**config.mk**
```make
export PLATFORM = sky130hd
export DESIGN_NAME = led_strip_ctrl
export DESIGN_NICKNAME = d
export VERILOG_FILES = /design/src/rtl/led_pkg.sv /design/src/rtl/led_bit_timer.sv /design/src/rtl/led_strip_ctrl.sv
export SDC_FILE = /design/constraint.sdc
export NUM_CORES = 1
export LEC_CHECK = 0
export ABC_AREA = 1
export BUFFER_PORTS_ARGS = -buffer_cell sky130_fd_sc_hd__buf_2
export CAP_MARGIN = 5
export CORE_UTILIZATION = 45
export CTS_BUF_LIST = sky130_fd_sc_hd__clkbuf_16
export CTS_CLUSTER_SIZE = 16
export DETAILED_ROUTE_END_ITERATION = 12
export GPL_TIMING_DRIVEN = 0
export PLACE_DENSITY_LB_ADDON = 0.15
export SETUP_SLACK_MARGIN = 0.02
export SKIP_LAST_GASP = 1
export SLEW_MARGIN = 20
export SYNTH_ARGS = -nofsm -noshare
export SYNTH_HDL_FRONTEND = slang
export SYNTH_SLANG_ARGS = --single-unit
```
**constraint.sdc**
```tcl
create_clock -name clk -period 3.9 [get_ports clk]
set_input_delay 0.195 -clock clk [delete_from_list [all_inputs] [get_ports clk]]
set_output_delay 0.195 -clock clk [all_outputs]
set_load 0.05 [all_outputs]
```
**src/rtl/led_pkg.sv**
```systemverilog
// Shared state encoding and default 50 MHz timing for the WS2812 strip sequencer.
// The optional LED_AUTO_REFRESH_EN build reuses these definitions unchanged.
package led_pkg;

  typedef enum logic [2:0] {
    S_IDLE,
    S_FETCH,
    S_LOAD,
    S_BIT,
    S_NEXT,
    S_LATCH,
    S_DONE
  } led_state_e;

  localparam int DEF_NUM_LEDS = 8;
  localparam int DEF_ADDR_W   = 3;
  localparam int DEF_WIDTH    = 24;
  localparam int DEF_T0H      = 20;
  localparam int DEF_T1H      = 40;
  localparam int DEF_T_BIT    = 62;
  localparam int DEF_T_RST    = 3000;

  // Bits needed for a counter that must reach max(a, b) - 1.
  function automatic int cnt_width(input int a, input int b);
    int m;
    m = (a > b) ? a : b;
    return (m <= 2) ? 1 : $clog2(m);
  endfunction

endpackage

```
**src/rtl/led_bit_timer.sv**
```systemverilog
// Cycle counter shared by the bit period and the latch period, plus the
// registered NRZ line: dout in each cycle is decided one cycle ahead.
module led_bit_timer
  import led_pkg::*;
#(
  parameter int T0H   = DEF_T0H,
  parameter int T1H   = DEF_T1H,
  parameter int T_BIT = DEF_T_BIT,
  parameter int T_RST = DEF_T_RST
) (
  input  logic clk,
  input  logic rst,
  input  logic i_run_bit,
  input  logic i_run_latch,
  input  logic i_bit_nxt,
  input  logic i_bit_in,
  output logic o_end_bit,
  output logic o_end_latch,
  output logic o_dout
);

  localparam int CNT_W = cnt_width(T_BIT, T_RST);
  localparam logic [CNT_W-1:0] BIT_LAST = CNT_W'(T_BIT - 1);
  localparam logic [CNT_W-1:0] RST_LAST = CNT_W'(T_RST - 1);
  localparam logic [CNT_W-1:0] T0H_C    = CNT_W'(T0H);
  localparam logic [CNT_W-1:0] T1H_C    = CNT_W'(T1H);

  logic [CNT_W-1:0] r_cnt;
  logic [CNT_W-1:0] w_cnt_nxt;
  logic             r_bit;
  logic             w_bit;
  logic             w_high_nxt;
  logic             r_dout;

  always_comb begin
    o_end_bit   = i_run_bit && (r_cnt == BIT_LAST);
    o_end_latch = i_run_latch && (r_cnt == RST_LAST);
    w_cnt_nxt   = '0;
    if ((i_run_bit && !o_end_bit) || (i_run_latch && !o_end_latch)) begin
      w_cnt_nxt = r_cnt + CNT_W'(1);
    end
    // At cnt=0 the shift-register MSB is live; afterwards use the held copy.
    // When the next count is 0 the line is high regardless of the bit value.
    w_bit      = (r_cnt == '0) ? i_bit_in : r_bit;
    w_high_nxt = i_bit_nxt && (w_cnt_nxt < (w_bit ? T1H_C : T0H_C));
  end

  always_ff @(posedge clk) begin
    if (rst) begin
      r_cnt  <= '0;
      r_bit  <= 1'b0;
      r_dout <= 1'b0;
    end else begin
      r_cnt <= w_cnt_nxt;
      if (i_run_bit && (r_cnt == '0)) begin
        r_bit <= i_bit_in;
      end
      r_dout <= w_high_nxt;
    end
  end

  assign o_dout = r_dout;

endmodule

```
**src/rtl/led_strip_ctrl.sv**
```systemverilog
// WS2812 frame sequencer: fetch pixel, load the external shift register, send
// WIDTH NRZ bits MSB first, repeat per pixel, then hold the latch low.
// Optional macro LED_AUTO_REFRESH_EN adds auto_en for back-to-back frames.
module led_strip_ctrl
  import led_pkg::*;
#(
  parameter int NUM_LEDS = DEF_NUM_LEDS,
  parameter int ADDR_W   = DEF_ADDR_W,
  parameter int WIDTH    = DEF_WIDTH,
  parameter int T0H      = DEF_T0H,
  parameter int T1H      = DEF_T1H,
  parameter int T_BIT    = DEF_T_BIT,
  parameter int T_RST    = DEF_T_RST
) (
  input  logic              clk,
  input  logic              rst,
  input  logic              start,
`ifdef LED_AUTO_REFRESH_EN
  input  logic              auto_en,
`endif
  output logic              busy,
  output logic              done,
  output logic              rd_en,
  output logic [ADDR_W-1:0] addr,
  output logic              load,
  output logic              shift,
  input  logic              bit_in,
  output logic              dout,
  output led_state_e        o_dbg_state
);

  localparam int BIT_IDX_W = (WIDTH <= 2) ? 1 : $clog2(WIDTH);
  localparam logic [BIT_IDX_W-1:0] LAST_BIT = BIT_IDX_W'(WIDTH - 1);
  localparam logic [ADDR_W-1:0]    LAST_LED = ADDR_W'(NUM_LEDS - 1);

  led_state_e           r_state;
  led_state_e           w_state_nxt;
  logic [ADDR_W-1:0]    r_led_idx;
  logic [BIT_IDX_W-1:0] r_bit_idx;
  logic                 w_end_bit;
  logic                 w_end_latch;
  logic                 w_last_bit;
  logic                 w_auto;

`ifdef LED_AUTO_REFRESH_EN
  assign w_auto = auto_en;
`else
  assign w_auto = 1'b0;
`endif

  // Handshake-free interface: rd_en/load/shift/done are single-cycle strobes
  // decoded from the state register; the partner reacts in that same cycle.
  always_comb begin
    w_state_nxt = r_state;
    w_last_bit  = (r_bit_idx == LAST_BIT);
    unique case (r_state)
      S_IDLE:  if (start) w_state_nxt = S_FETCH;
      S_FETCH: w_state_nxt = S_LOAD;
      S_LOAD:  w_state_nxt = S_BIT;
      S_BIT:   if (w_end_bit && w_last_bit) w_state_nxt = S_NEXT;
      S_NEXT:  w_state_nxt = (r_led_idx == LAST_LED) ? S_LATCH : S_FETCH;
      S_LATCH: if (w_end_latch) w_state_nxt = S_DONE;
      S_DONE:  w_state_nxt = w_auto ? S_FETCH : S_IDLE;
      default: w_state_nxt = S_IDLE;
    endcase
  end

  always_comb begin
    rd_en = (r_state == S_FETCH);
    load  = (r_state == S_LOAD);
    shift = (r_state == S_BIT) && w_end_bit && !w_last_bit;
    done  = (r_state == S_DONE);
    busy  = (r_state != S_IDLE) && !((r_state == S_DONE) && !w_auto);
    addr  = r_led_idx;
  end

  always_ff @(posedge clk) begin
    if (rst) begin
      r_state   <= S_IDLE;
      r_led_idx <= '0;
      r_bit_idx <= '0;
    end else begin
      r_state <= w_state_nxt;
      if ((r_state == S_IDLE) || (r_state == S_DONE)) begin
        r_led_idx <= '0;
      end else if ((r_state == S_NEXT) && (r_led_idx != LAST_LED)) begin
        r_led_idx <= r_led_idx + ADDR_W'(1);
      end
      if (r_state == S_LOAD) begin
        r_bit_idx <= '0;
      end else if (shift) begin
        r_bit_idx <= r_bit_idx + BIT_IDX_W'(1);
      end
    end
  end

  led_bit_timer #(
    .T0H   (T0H),
    .T1H   (T1H),
    .T_BIT (T_BIT),
    .T_RST (T_RST)
  ) u_timer (
    .clk         (clk),
    .rst         (rst),
    .i_run_bit   (r_state == S_BIT),
    .i_run_latch (r_state == S_LATCH),
    .i_bit_nxt   (w_state_nxt == S_BIT),
    .i_bit_in    (bit_in),
    .o_end_bit   (w_end_bit),
    .o_end_latch (w_end_latch),
    .o_dout      (dout)
  );

  assign o_dbg_state = r_state;

endmodule

```
# == Word level (Yosys, flattened, before mapping) ==
# Cells that the tools add are included.
# totals
in_bits,4
reg_bits,25
out_inout_bits,12
# classes
add_sub_neg,3
n_reduce_logical,22
n_eq_ne,12
n_mux,8
order_cmp,1
# ops
operator,count
3-bit case mux with 6 select lines,1
12-bit by 1-bit adder with 12-bit output (second input constant),1
12-bit equality test (second input constant),1
12-bit by 6-bit equality test with 1-bit output (second input constant),1
3-bit equality test (second input constant),4
12-bit zero test,1
12-bit < comparator,1
12-bit 2-to-1 mux,1
3-bit 2-to-1 mux,4
1-bit logical AND,11
3-bit by 2-bit equality test with 1-bit output (second input constant),3
6-bit 2-to-1 mux,1
5-bit by 1-bit adder with 5-bit output (second input constant),1
5-bit equality test (second input constant),1
1-bit zero test,4
2-bit OR reduction,2
3-bit by 1-bit adder with 3-bit output (second input constant),1
3-bit by 1-bit equality test with 1-bit output (second input constant),1
3-bit zero test,1
3-bit != test (second input constant),1
3-bit nonzero test,1
1-bit logical OR,2
1-bit 2-to-1 mux,1

# == Logic depth before layout (Yosys ltp) ==
# Gate-level depths: netlist (run 1).
# logic_depth
ltp_word,8
mapped_depth,16

# == Modules after synthesis ==
# A second synthesis (run 1) with hierarchy kept.
# hier_totals
cells_unflattened,251
area_unflattened_um2,1615.3
# modules_own_cells
mod,area_each_um2,instances,cells_per_inst
led_bit_timer,959.7,1,149
led_strip_ctrl,655.6,1,102

# == Worst setup path after synthesis (run 1) ==
# No wires, ideal clock.
# synth_timing
kind,reg-to-reg
from,register r_state[2] (netlist: o_dbg_state[2])
to,register r_led_idx[0] (netlist: addr[0])
setup_slack_ps,995
arrival_ps,2783
setup_time_ps,122
stages_incl_launch_ff,6
path_buffers,0
t_required_ps,3778
path_cell_list,dfxtp_1 -> inv_2 -> nor3_1 -> nor2_1 -> nand2_1 -> a21oi_1
# synth_between
elab_chain_cells,3
# synth_rtl
element,line,text
"start, declared",led_strip_ctrl.sv:36,led_state_e r_state;
"start signal, assigned",led_strip_ctrl.sv:83,r_state <= w_state_nxt;
3-bit equality test,-,
via done,led_strip_ctrl.sv:22,"output logic done,"
1-bit logical OR,led_strip_ctrl.sv:84,if ((r_state == S_IDLE) || (r_state == S_DONE)) begin
2-bit OR reduction (no source line),-,
"end signal, assigned",led_strip_ctrl.sv:87,r_led_idx <= r_led_idx + ADDR_W'(1);
"end, declared",led_strip_ctrl.sv:38,logic [ADDR_W-1:0] r_led_idx;
# The timed path passes the listed nets, and every way through them passes these cells.
# A chain may end at the register's enable or synchronous reset.

# == Final worst setup path (run 1) ==
# layout_timing
from,register u_timer.r_cnt[0]
to,register u_timer.r_dout (netlist: u_timer.o_dout)
# layout_between
elab_chain_cells,8
# layout_rtl
element,line,text
"start, declared",led_bit_timer.sv:28,logic [CNT_W-1:0] r_cnt;
"start signal, assigned",led_bit_timer.sv:54,r_cnt <= w_cnt_nxt;
branches (longest 5 deep; another with 12-bit by 1-bit adder with 12-bit output),-,
12-bit 2-to-1 mux *,led_bit_timer.sv:39,if ((i_run_bit && !o_end_bit) || (i_run_latch && !o_end_latch)) begin
via u_timer.w_cnt_nxt[5],led_bit_timer.sv:29,logic [CNT_W-1:0] w_cnt_nxt;
12-bit < comparator *,led_bit_timer.sv:45,w_high_nxt = i_bit_nxt && (w_cnt_nxt < (w_bit ? T1H_C : T0H_C));
1-bit logical AND *,led_bit_timer.sv:45,
"end signal, assigned",led_bit_timer.sv:58,r_dout <= w_high_nxt;
"end, declared",led_bit_timer.sv:33,logic r_dout;
# Mark *: on every way through the listed nets, which the timed path passes.

==> results_dict.tcl, run 1 <==
set metrics [dict create \
    dieArea_mm2 0.00361 \
    hpwlAfterDp_mm 2.45 \
    crit_type "reg -> reg" \
    leakagePower_uw 0.000771 \
    cts_tree "built" \
    slowest_delay_ns 0.40 \
    core_mm2 0.00313 \
    grt_pass1_vias 1251 \
    wl_per_cell_um 10.5 \
    setup-violations-final 0 \
    clkTransAtPathRegs_ns 0.07 \
    cts_resized 0 \
    cts.sinks 25 \
    netlist_area_mm2 0.00152 \
    synth_top_area_frac 0.329 \
    post_cts_buffers 0 \
    async_flop_share 0 \
    gp_congestion 0.836 \
    cp.arrival_ns 2.72 \
    hold_violations 0 \
    hp-class "in -> reg" \
    synth_ff_type "dfxtp_1" \
    track_usage 0.194 \
    io_buffer_count 15 \
    cap_violations 0 \
    cts_buffers 3 \
    die_y_um 60.1 \
    finClkSkew_ns 0.00577 \
    crit_slowest_cell "dfxtp_1" \
    fmax_ghz 0.397 \
    slew_headroom 0.663 \
    critPathRequiredTime_ns 4.10 \
    cts_root_buf "clkbuf_16" \
    synth_area_per_cell_um2 6.55 \
    path_max_fanout 7 \
    finalPower_uw 560 \
    path_common_cell "nor2_1" \
    synth_area_leaders "dfxtp_1 (33%), nand2_1 (13%), nor2_1 (11%)" \
    cp_cell_sequence "ha_1, nand2_1, nor2_1, nand3_1, nand2_2, nand2_4, inv_1, nor3_1, ha_1, a211o_1, inv_1, nand2_1, nor2_1, nand4_1, nor2_1" \
    start_util 0.486 \
    synthTopCellsByCount "nand2_1 (54), nor2_1 (43), inv_1 (27)" \
    crit_family "simple AND/OR/NAND/NOR gates" \
    syn_inst 232 \
    ctsHoldBuffers 0 \
    synth_edf_count 0 \
    synth_nets 245 \
    clockBufferDepth 2 \
    yosysSeqAreaShare 0.329 \
    powerDensity_mw_per_mm2 323 \
    via_per_inst 4.74 \
    clkLatencyLatePin_ns 0.26 \
    yosysTopAreaCell "dfxtp_1" \
    die_w_um 60.1 \
    cp_num_buf_inv 2 \
    status "finished clean" \
    drt-total-wl_mm 3.11 \
    io_pins 16 \
    diodes 0 \
    drt_first_pass_iters 4 \
    fin_setup_tns_ns 0 \
    grt_pass1_wl_mm 5.35 \
    final_max_slew_viol_count 0 \
    worst_pin_slew_ns 0.506 \
    crit_path_end_kind "register" \
    synth.most_common_cell "nand2_1" \
    syn_to_final_growth_pct 14.0 \
    cts_max_level 1 \
    period_share 0.646 \
    synth_cell_types 27 \
    ant_nets 0 \
    layout-drive-gt1-share 0.151 \
    antenna_found_initial 0 \
    ys_ff_latch 25 \
    finish.net_count 265 \
    dr.first_iter.drc_count 63 \
    ys.warnings.count 0 \
    rsz0062_at_grt "no" \
    fin_crit_ns 2.52 \
    startpoint_type "register" \
    grt_max_degree 16 \
    max-vdd-ir-drop_v 0.000242 \
    row_count 20 \
    gr-total-overflow 0 \
    post-route-drc-count 0 \
    via_count 1399 \
]
worst register-to-register path, delay by kind of cell, from the launching register on:
kind | cells | cell delay (ns)
AOI/OAI and AO/OA | 1 | 0.26
adders and majority gates | 2 | 0.62
buffers and inverters | 2 | 0.24
DFF | 1 | 0.40
and+or+nand+nor | 10 | 0.94
path summary, 6_finish.rpt:
check | endpoint | depth (start not counted) | slack (ns) | from
max | u_timer.o_dout$_SDFF_PP0_ | 15 | 1.38 | u_timer.r_cnt[0]$_SDFF_PP0_
min | u_timer.r_bit$_SDFFE_PP0P_ | 3 | 0.23 | bit_in
max reg2reg | u_timer.o_dout$_SDFF_PP0_ | 15 | 1.38 | u_timer.r_cnt[0]$_SDFF_PP0_
min reg2reg | u_timer.r_bit$_SDFFE_PP0P_ | 2 | 0.47 | u_timer.r_bit$_SDFFE_PP0P_
layout make-up:
cell class,count,area [um2]
tap,44,55.1
clock inverter,1,7.51
buffer,2,11.3
clock buffer,3,75.1
multi-input combinational,172,883
sequential,25,500
fill,313,1400
timing repair buffer,15,75.1
inverter,33,124
report_power, final:
| part | total, uW | switching [uW] | internal (uW) | leakage [uW] |
|---|---|---|---|---|
| Sequential | 262 | 3.20 | 259 | 0.000202 |
| Combinational | 68.4 | 51.6 | 16.8 | 0.000532 |
| Clock | 229 | 90.3 | 139 | 0.0000371 |
cell families (layout without fill, tap and decap cells):
kind of cell,after synthesis,in the layout,synth area share
adders and majority gates,9,9,0.0741
AOI/OAI and AO/OA,24,24,0.0873
xor gates and xnor gates,4,4,0.0231
buffers and inverters,35,54,0.0890
DFF,25,25,0.329
and+or+nand+nor,135,135,0.397
registers in the layout, summed over array words and instances, names as in the netlist:
signal and cells:
u_timer.r_cnt 12, r_bit_idx 5, addr 3, o_dbg_state 3
u_timer.o_dout 1, u_timer.r_bit 1
per-stage QoR:
step	instances	util	setup WS [ns]	hold slack (ns)	instance area, um2
global placement	291	0.527	1.42	0.457	1650
finish	295	0.554	1.38	0.228	1730
floorplan	232	-	0.995	0.371	1520
global route	295	0.554	1.10	0.267	1730
detailed placement	291	0.527	1.41	0.460	1650
CTS	295	0.554	1.39	0.231	1730
routing by layer:
layer / vias to the layer above / global-route usage / routed length (um)
li1: 771 / - / -
met1: 609 / 0.286 / 1670
met2: 17 / 0.278 / 1310
met3: 2 / 0.0498 / 103
met4: 0 / 0.0465 / 19
met5: - / 0 / 0
layout by cell type, fill, tap and decap left out, drive strengths merged:
cell / n
nand4: 4
or2: 1
buf: 16
o21ai: 6
a31oi: 2
nand3: 14
a211o: 1
nor3: 6
a21oi: 13
nor2: 49
xor2: 4
nand3b: 1
clkinvlp: 1
inv: 33
nand2: 59
clkbuf: 4
ha: 9
nor4: 1
o41ai: 1
a211oi: 1
dfxtp: 25
Note: power is estimated with default switching activity, not from simulation.
==> run 2: changes to the inputs <==
==> constraint.sdc (replaced) <==
create_clock -name clk -period 2.6 [get_ports clk]
set_input_delay 0.13 -clock clk [delete_from_list [all_inputs] [get_ports clk]]
set_output_delay 0.13 -clock clk [all_outputs]
set_load 0.05 [all_outputs]
==> run 2 against run 1 <==
Net effect:
- total power grew 49%
- first-iteration DRC count grew 9.5%
- count of clock-buffer cells in the layout is the same
- clock skew shrank 0.0020 ns
- maximum frequency grew 4.6%
- cell area grew 2.3%
- die area is the same
- critical path depth grew 1
- sequential share of layout area shrank 0.65 points
- via count grew 4.5%
- core utilization grew 1.3 points
- global-route usage is essentially flat
- critical path type unchanged
- critical endpoint unchanged
- largest cell class unchanged
- largest power group unchanged
==> results_dict.tcl, run 2 (synthesized netlist as in run 1, its figures left out) <==
set metrics [dict create \
    status "finished clean" \
    worst_pin_slew_ns 0.484 \
    dr.first_iter.drc_count 69 \
    fmax_ghz 0.415 \
    leakagePower_uw 0.000786 \
    gp_congestion 0.845 \
    hold_violations 0 \
    cap_violations 0 \
    fin_setup_tns_ns 0 \
    cts_max_level 1 \
    grt_pass1_vias 1277 \
    track_usage 0.195 \
    seqPwrFrac 0.472 \
    dieArea_mm2 0.00361 \
    p_sw_frac 0.256 \
    drt_first_pass_iters 4 \
    cts_buffers 3 \
    via_per_inst 4.91 \
    io_buffer_count 15 \
    largest_reg_flops 12 \
    crit_type "reg -> reg" \
    finClkSkew_ns 0.00372 \
    slowest_delay_ns 0.39 \
    clkLatencyLatePin_ns 0.26 \
    row_count 20 \
    clockPowerShare 0.401 \
    stdcell_area_mm2 0.00177 \
    io_pins 16 \
    die_y_um 60.1 \
    cts_root_buf "clkbuf_16" \
    fin_crit_ns 2.41 \
    wl_per_cell_um 11.0 \
    clkTransAtPathRegs_ns 0.06 \
    grt_max_degree 14 \
    period_share 0.926 \
    layout-drive-gt1-share 0.169 \
    via_count 1462 \
    die_w_um 60.1 \
    max-vdd-ir-drop_v 0.000264 \
    final_common_cell "nand2_1" \
    ant_nets 0 \
    final_cell_mix "nand2_1 (54), nor2_1 (43), inv_1 (27)" \
    dpl_cell_area_mm2 0.00165 \
    rsz0062_at_grt "no" \
    hpwlAfterDp_mm 2.51 \
    holdWs_ns 0.159 \
    cts.sinks 25 \
    hp-class "in -> reg" \
    multi_input_area_um2 901 \
    crit_path_end_kind "register" \
    slew_headroom 0.677 \
    path_max_fanout 7 \
    post-route-drc-count 0 \
    drt-total-wl_mm 3.26 \
    core_mm2 0.00313 \
    dpl_worst_slack_ns 0.117 \
    antenna_found_initial 0 \
    fin_ws_ns 0.193 \
    critPathRequiredTime_ns 2.80 \
    p_int_uw 621 \
    grt_pass1_wl_mm 5.40 \
    powerDensity_mw_per_mm2 471 \
    cp_cell_sequence "inv_1, ha_1, nand2_1, nor2_1, nand3_1, nand2_1, nand2_4, clkinvlp_4, nor3_1, ha_1, a211o_1, inv_1, nand2_1, nor2_1, nand4_1, nor2_1" \
    finish.net_count 268 \
    setup-violations-final 0 \
    gr-total-overflow 0 \
    share_comb_of_total_power 0.127 \
    final_max_slew_viol_count 0 \
    fillCellCount 302 \
    regMostFlops "u_timer.r_cnt" \
    crit_slowest_cell "dfxtp_1" \
    diodes 0 \
    startpoint_type "register" \
    clockBufferDepth 2 \
    p_switching_uw 213 \
    largestRegisters "u_timer.r_cnt (12), r_bit_idx (5)" \
    cp.arrival_ns 2.60 \
    cts_tree "built" \
    syn_to_final_growth_pct 16.6 \
    start_util 0.486 \
    register_area_um2 500 \
]
==> run 2: cell count changes in the layout (fill, tap and decap cells not counted) <==
cell,before,now
buf_4,1,4
ha_1,9,8
ha_4,0,1
nor3_1,6,5
nor3_2,0,1
==> run 2: worst paths after layout <==
check | startpoint | to | slack [ns] | cells past startpoint
worst max-delay path | u_timer.r_cnt[1]$_SDFF_PP0_ | u_timer.o_dout$_SDFF_PP0_ | 0.19 | 16
worst min-delay path | bit_in | u_timer.r_bit$_SDFFE_PP0P_ | 0.16 | 3
worst max register to register | u_timer.r_cnt[1]$_SDFF_PP0_ | u_timer.o_dout$_SDFF_PP0_ | 0.19 | 16
worst min register to register | r_bit_idx[2]$_SDFFE_PP0P_ | r_bit_idx[2]$_SDFFE_PP0P_ | 0.47 | 2
==> run 2: power groups by stage <==
stage / Combinational, uW / Sequential [uW] / Clock [uW]
global route: 115 / 394 / 364
detailed placement: 102 / 402 / 0
floorplan: 64.6 / 417 / 0
finish: 106 / 394 / 335
global placement: 102 / 402 / 0
CTS: 103 / 394 / 342
==> run 2: area by class of cell <==
cell class,count,share of cell area
multi-input cells,172,0.508
flip-flops and latches,25,0.282
inverters,33,0.0720
repair buffers,18,0.0551
clock buffers,3,0.0424
well taps,44,0.0311
plain buffers,2,0.00636
clock inverters,1,0.00212
==> run 2: what timing repair did <==
item / in CTS / in global routing
hold buffers: 0 / 0
endpoints found under the setup margin: 0 / 1
setup buffers: 0 / 3
gates resized for setup: 0 / 3
==> run 2: worst max-delay path, delay by kind of cell, from the launching register on <==
family / cells / cell delay, ns
AO/OA/AOI/OAI: 1 / 0.26
adder cells (fa/ha/maj): 2 / 0.48
buffers and inverters: 3 / 0.27
flip-flops: 1 / 0.39
AND/OR/NAND/NOR: 10 / 0.96
==> run 2: stage by stage <==
step	cells	power [uW]	util
floorplan	232	482	-
global placement	291	504	0.529
detailed placement	291	505	0.529
CTS	295	838	0.554
global route	298	874	0.566
finish	298	835	0.566
==> run 2: layer usage <==
metal | up-vias | GRT usage | wire, um
li1 | 782 | - | -
met1 | 646 | 0.268 | 1650
met2 | 29 | 0.308 | 1470
met3 | 5 | 0.0303 | 115
met4 | 0 | 0.0631 | 34
met5 | - | 0 | 0
==> run 3: changes to the inputs <==
--- a/config.mk
+++ b/config.mk
@@ -19,4 +19,5 @@
 export SLEW_MARGIN = 20
 export SYNTH_ARGS = -nofsm -noshare
 export SYNTH_HDL_FRONTEND = slang
+export SYNTH_HIERARCHICAL = 1
 export SYNTH_SLANG_ARGS = --single-unit
==> run 3 against run 2 <==
Net effect:
- cell area is 3.1% higher
- clock power hardly changed
- total power is 0.60% higher
- synthesized cell count is 8.2% higher
- clock skew hardly changed
- via count is 2.8% higher
- final cell count is 6.0% higher
- non-clock buffer count is 2 lower
- critical endpoint is now u_timer/o_dout$_SDFF_PP0_
- highest routed layer unchanged
==> results_dict.tcl, run 3 <==
set metrics [dict create \
    clkTransAtPathRegs_ns 0.06 \
    slew_headroom 0.718 \
    ant_nets 0 \
    worst_pin_slew_ns 0.421 \
    synth_area_per_cell_um2 6.44 \
    synth_edf_count 0 \
    layout-drive-gt1-share 0.178 \
    highest_layer "met4" \
    ys.warnings.count 6 \
    gr-total-overflow 0 \
    met1_length_mm 1.69 \
    syn_inst 251 \
    die_y_um 61.9 \
    yosysSeqAreaShare 0.310 \
    yosysTopAreaCell "dfxtp_1" \
    drt-total-wl_mm 3.23 \
    final_common_cell "nand2_1" \
    cp.arrival_ns 2.32 \
    hold_violations 0 \
    stdcell_area_mm2 0.00183 \
    powerDensity_mw_per_mm2 460 \
    hp-class "in -> reg" \
    final_cell_mix "nand2_1 (70), inv_1 (36), nor2_1 (31)" \
    ctsHoldBuffers 0 \
    fin_ws_ns 0.488 \
    clockBufferDepth 2 \
    via_count 1503 \
    die_w_um 61.9 \
    io_buffer_count 15 \
    final_max_slew_viol_count 0 \
    fin_setup_tns_ns 0 \
    syn_to_final_growth_pct 13.1 \
    synthXorXnorAreaFrac 0.0163 \
    rsz0062_at_grt "no" \
    dieArea_mm2 0.00383 \
    start_util 0.477 \
    crit_path_end_kind "register" \
    row_count 21 \
    synth_top_family_by_area "simple AND/OR/NAND/NOR gates" \
    synthSimpleGateAreaFrac 0.429 \
    route.met3.wl_um 85 \
    antenna_found_initial 0 \
    gp_congestion 0.772 \
    dpl_cell_area_mm2 0.00175 \
    finClkSkew_ns 0.00337 \
    core_mm2 0.00339 \
    grt_max_degree 14 \
    via_per_inst 4.76 \
    status "finished clean" \
    diodes 0 \
    netlist_area_mm2 0.00162 \
    cap_violations 0 \
    cts.sinks 25 \
    ys_ff_latch 25 \
    regMostFlops "u_timer/r_cnt" \
    startpoint_type "register" \
    drt_first_pass_iters 4 \
    clkLatencyLatePin_ns 0.26 \
    dr.first_iter.drc_count 67 \
    synth_area_leaders "dfxtp_1 (31%), nand2_1 (16%), inv_1 (8.1%)" \
    register_area_um2 500 \
    hpwlAfterDp_mm 2.46 \
    fin_crit_ns 2.11 \
    cts_buffers 3 \
    io_pins 16 \
    post-route-drc-count 0 \
    fillCellCount 367 \
    synth_mux_area_frac 0 \
    leakagePower_uw 0.000831 \
    synth_nets 264 \
    largestRegisters "u_timer/r_cnt (12), r_bit_idx (5)" \
    post_cts_buffers 0 \
    synth_top_area_frac 0.310 \
    synthTopCellsByCount "nand2_1 (70), inv_1 (35), nor2_1 (31)" \
    synth.most_common_cell "nand2_1" \
    grt_pass1_wl_mm 5.13 \
    synth_fa_ha_area_frac 0.0697 \
    finish.net_count 284 \
    multi_input_area_um2 946 \
    holdWs_ns 0.0966 \
    synth_compound_area_frac 0.0705 \
    fmax_ghz 0.474 \
    grt_pass1_vias 1191 \
    cts_max_level 1 \
    synth_cell_types 27 \
    largest_reg_flops 12 \
    async_flop_share 0 \
    path_max_fanout 7 \
    cts_tree "built" \
    synth_ff_type "dfxtp_1" \
    met2_length_mm 1.44 \
    cts_resized 0 \
    dpl_worst_slack_ns 0.535 \
    max-vdd-ir-drop_v 0.000292 \
    cts_root_buf "clkbuf_16" \
    period_share 0.812 \
    wl_per_cell_um 10.2 \
    track_usage 0.182 \
    crit_type "reg -> reg" \
    rrSetupSlack_ns 0.49 \
    setup-violations-final 0 \
    critPathRequiredTime_ns 2.81 \
]
run 3: cell count changes after synthesis, moves of 2 or more:
cell / before / now
nand2_1: 54 / 70
inv_2: 6 / 3
o21ai_1: 3 / 1
nand2_2: 4 / 7
nor2_2: 3 / 12
nand3_1: 13 / 18
nor2_1: 43 / 31
inv_1: 27 / 35
nor3_1: 6 / 1
or2_1: 0 / 2
o211ai_1: 0 / 2
run 3: layout make-up:
class,count,share of cell area
plain buffers,3,0.0110
clock buffers,3,0.0411
clock inverters,1,0.00205
inverters,39,0.0815
multi-input cells,184,0.518
flip-flops and latches,25,0.274
well taps,46,0.0315
repair buffers,15,0.0411
run 3: final timing paths:
kind                               start                         end  cells after the start
max          u_timer/r_cnt[0]$_SDFF_PP0_   u_timer/o_dout$_SDFF_PP0_                     14
min                                  rst   o_dbg_state[0]$_SDFF_PP0_                      2
min reg2reg   u_timer/r_bit$_SDFFE_PP0P_  u_timer/r_bit$_SDFFE_PP0P_                      2
max reg2reg  u_timer/r_cnt[0]$_SDFF_PP0_   u_timer/o_dout$_SDFF_PP0_                     14
run 3: metal layers:
| layer | vias up | track usage |
|---|---|---|
| li1 | 818 | - |
| met5 | - | 0 |
| met3 | 2 | 0.0248 |
| met1 | 664 | 0.271 |
| met4 | 0 | 0.0667 |
| met2 | 19 | 0.266 |
run 3: logic make-up (layout without fill, tap and decap cells):
group / count (synthesis) / after routing
DFF: 25 / 25
AOI/OAI and AO/OA: 21 / 21
adders and majority gates: 9 / 9
and+or+nand+nor: 151 / 151
buffers and inverters: 42 / 61
xor gates and xnor gates: 3 / 3
run 3: worst max-delay path, cell delays in order (launching register included):
cell and delay (ns):
dfxtp_1 0.41, ha_1 0.24, nand2_1 0.11, nor2_1 0.15, nand3_2 0.10, nand2_2 0.09
nand2_4 0.09, inv_4 0.07, nor2_1 0.04, ha_1 0.31, a21oi_1 0.13, nand3_1 0.09
nor2_1 0.13, nand2_1 0.07, inv_1 0.05
run 3: metrics by stage:
stage          total power [uW]   util  std cells
2_1_floorplan               488      -        251
3_3_place_gp                511  0.516        312
3_5_place_dp                511  0.516        312
4_1_cts                     850  0.539        316
5_1_grt                     878  0.539        316
6_report                    840  0.539        316
run 3: where the power goes:
part | switching [uW] | leakage (uW) | total, uW | internal [uW]
Combinational | 79.4 | 0.000587 | 107 | 27.2
Clock | 131 | 0.0000423 | 336 | 206
Sequential | 8.43 | 0.000202 | 397 | 388
Total | 219 | 0.000831 | 840 | 621
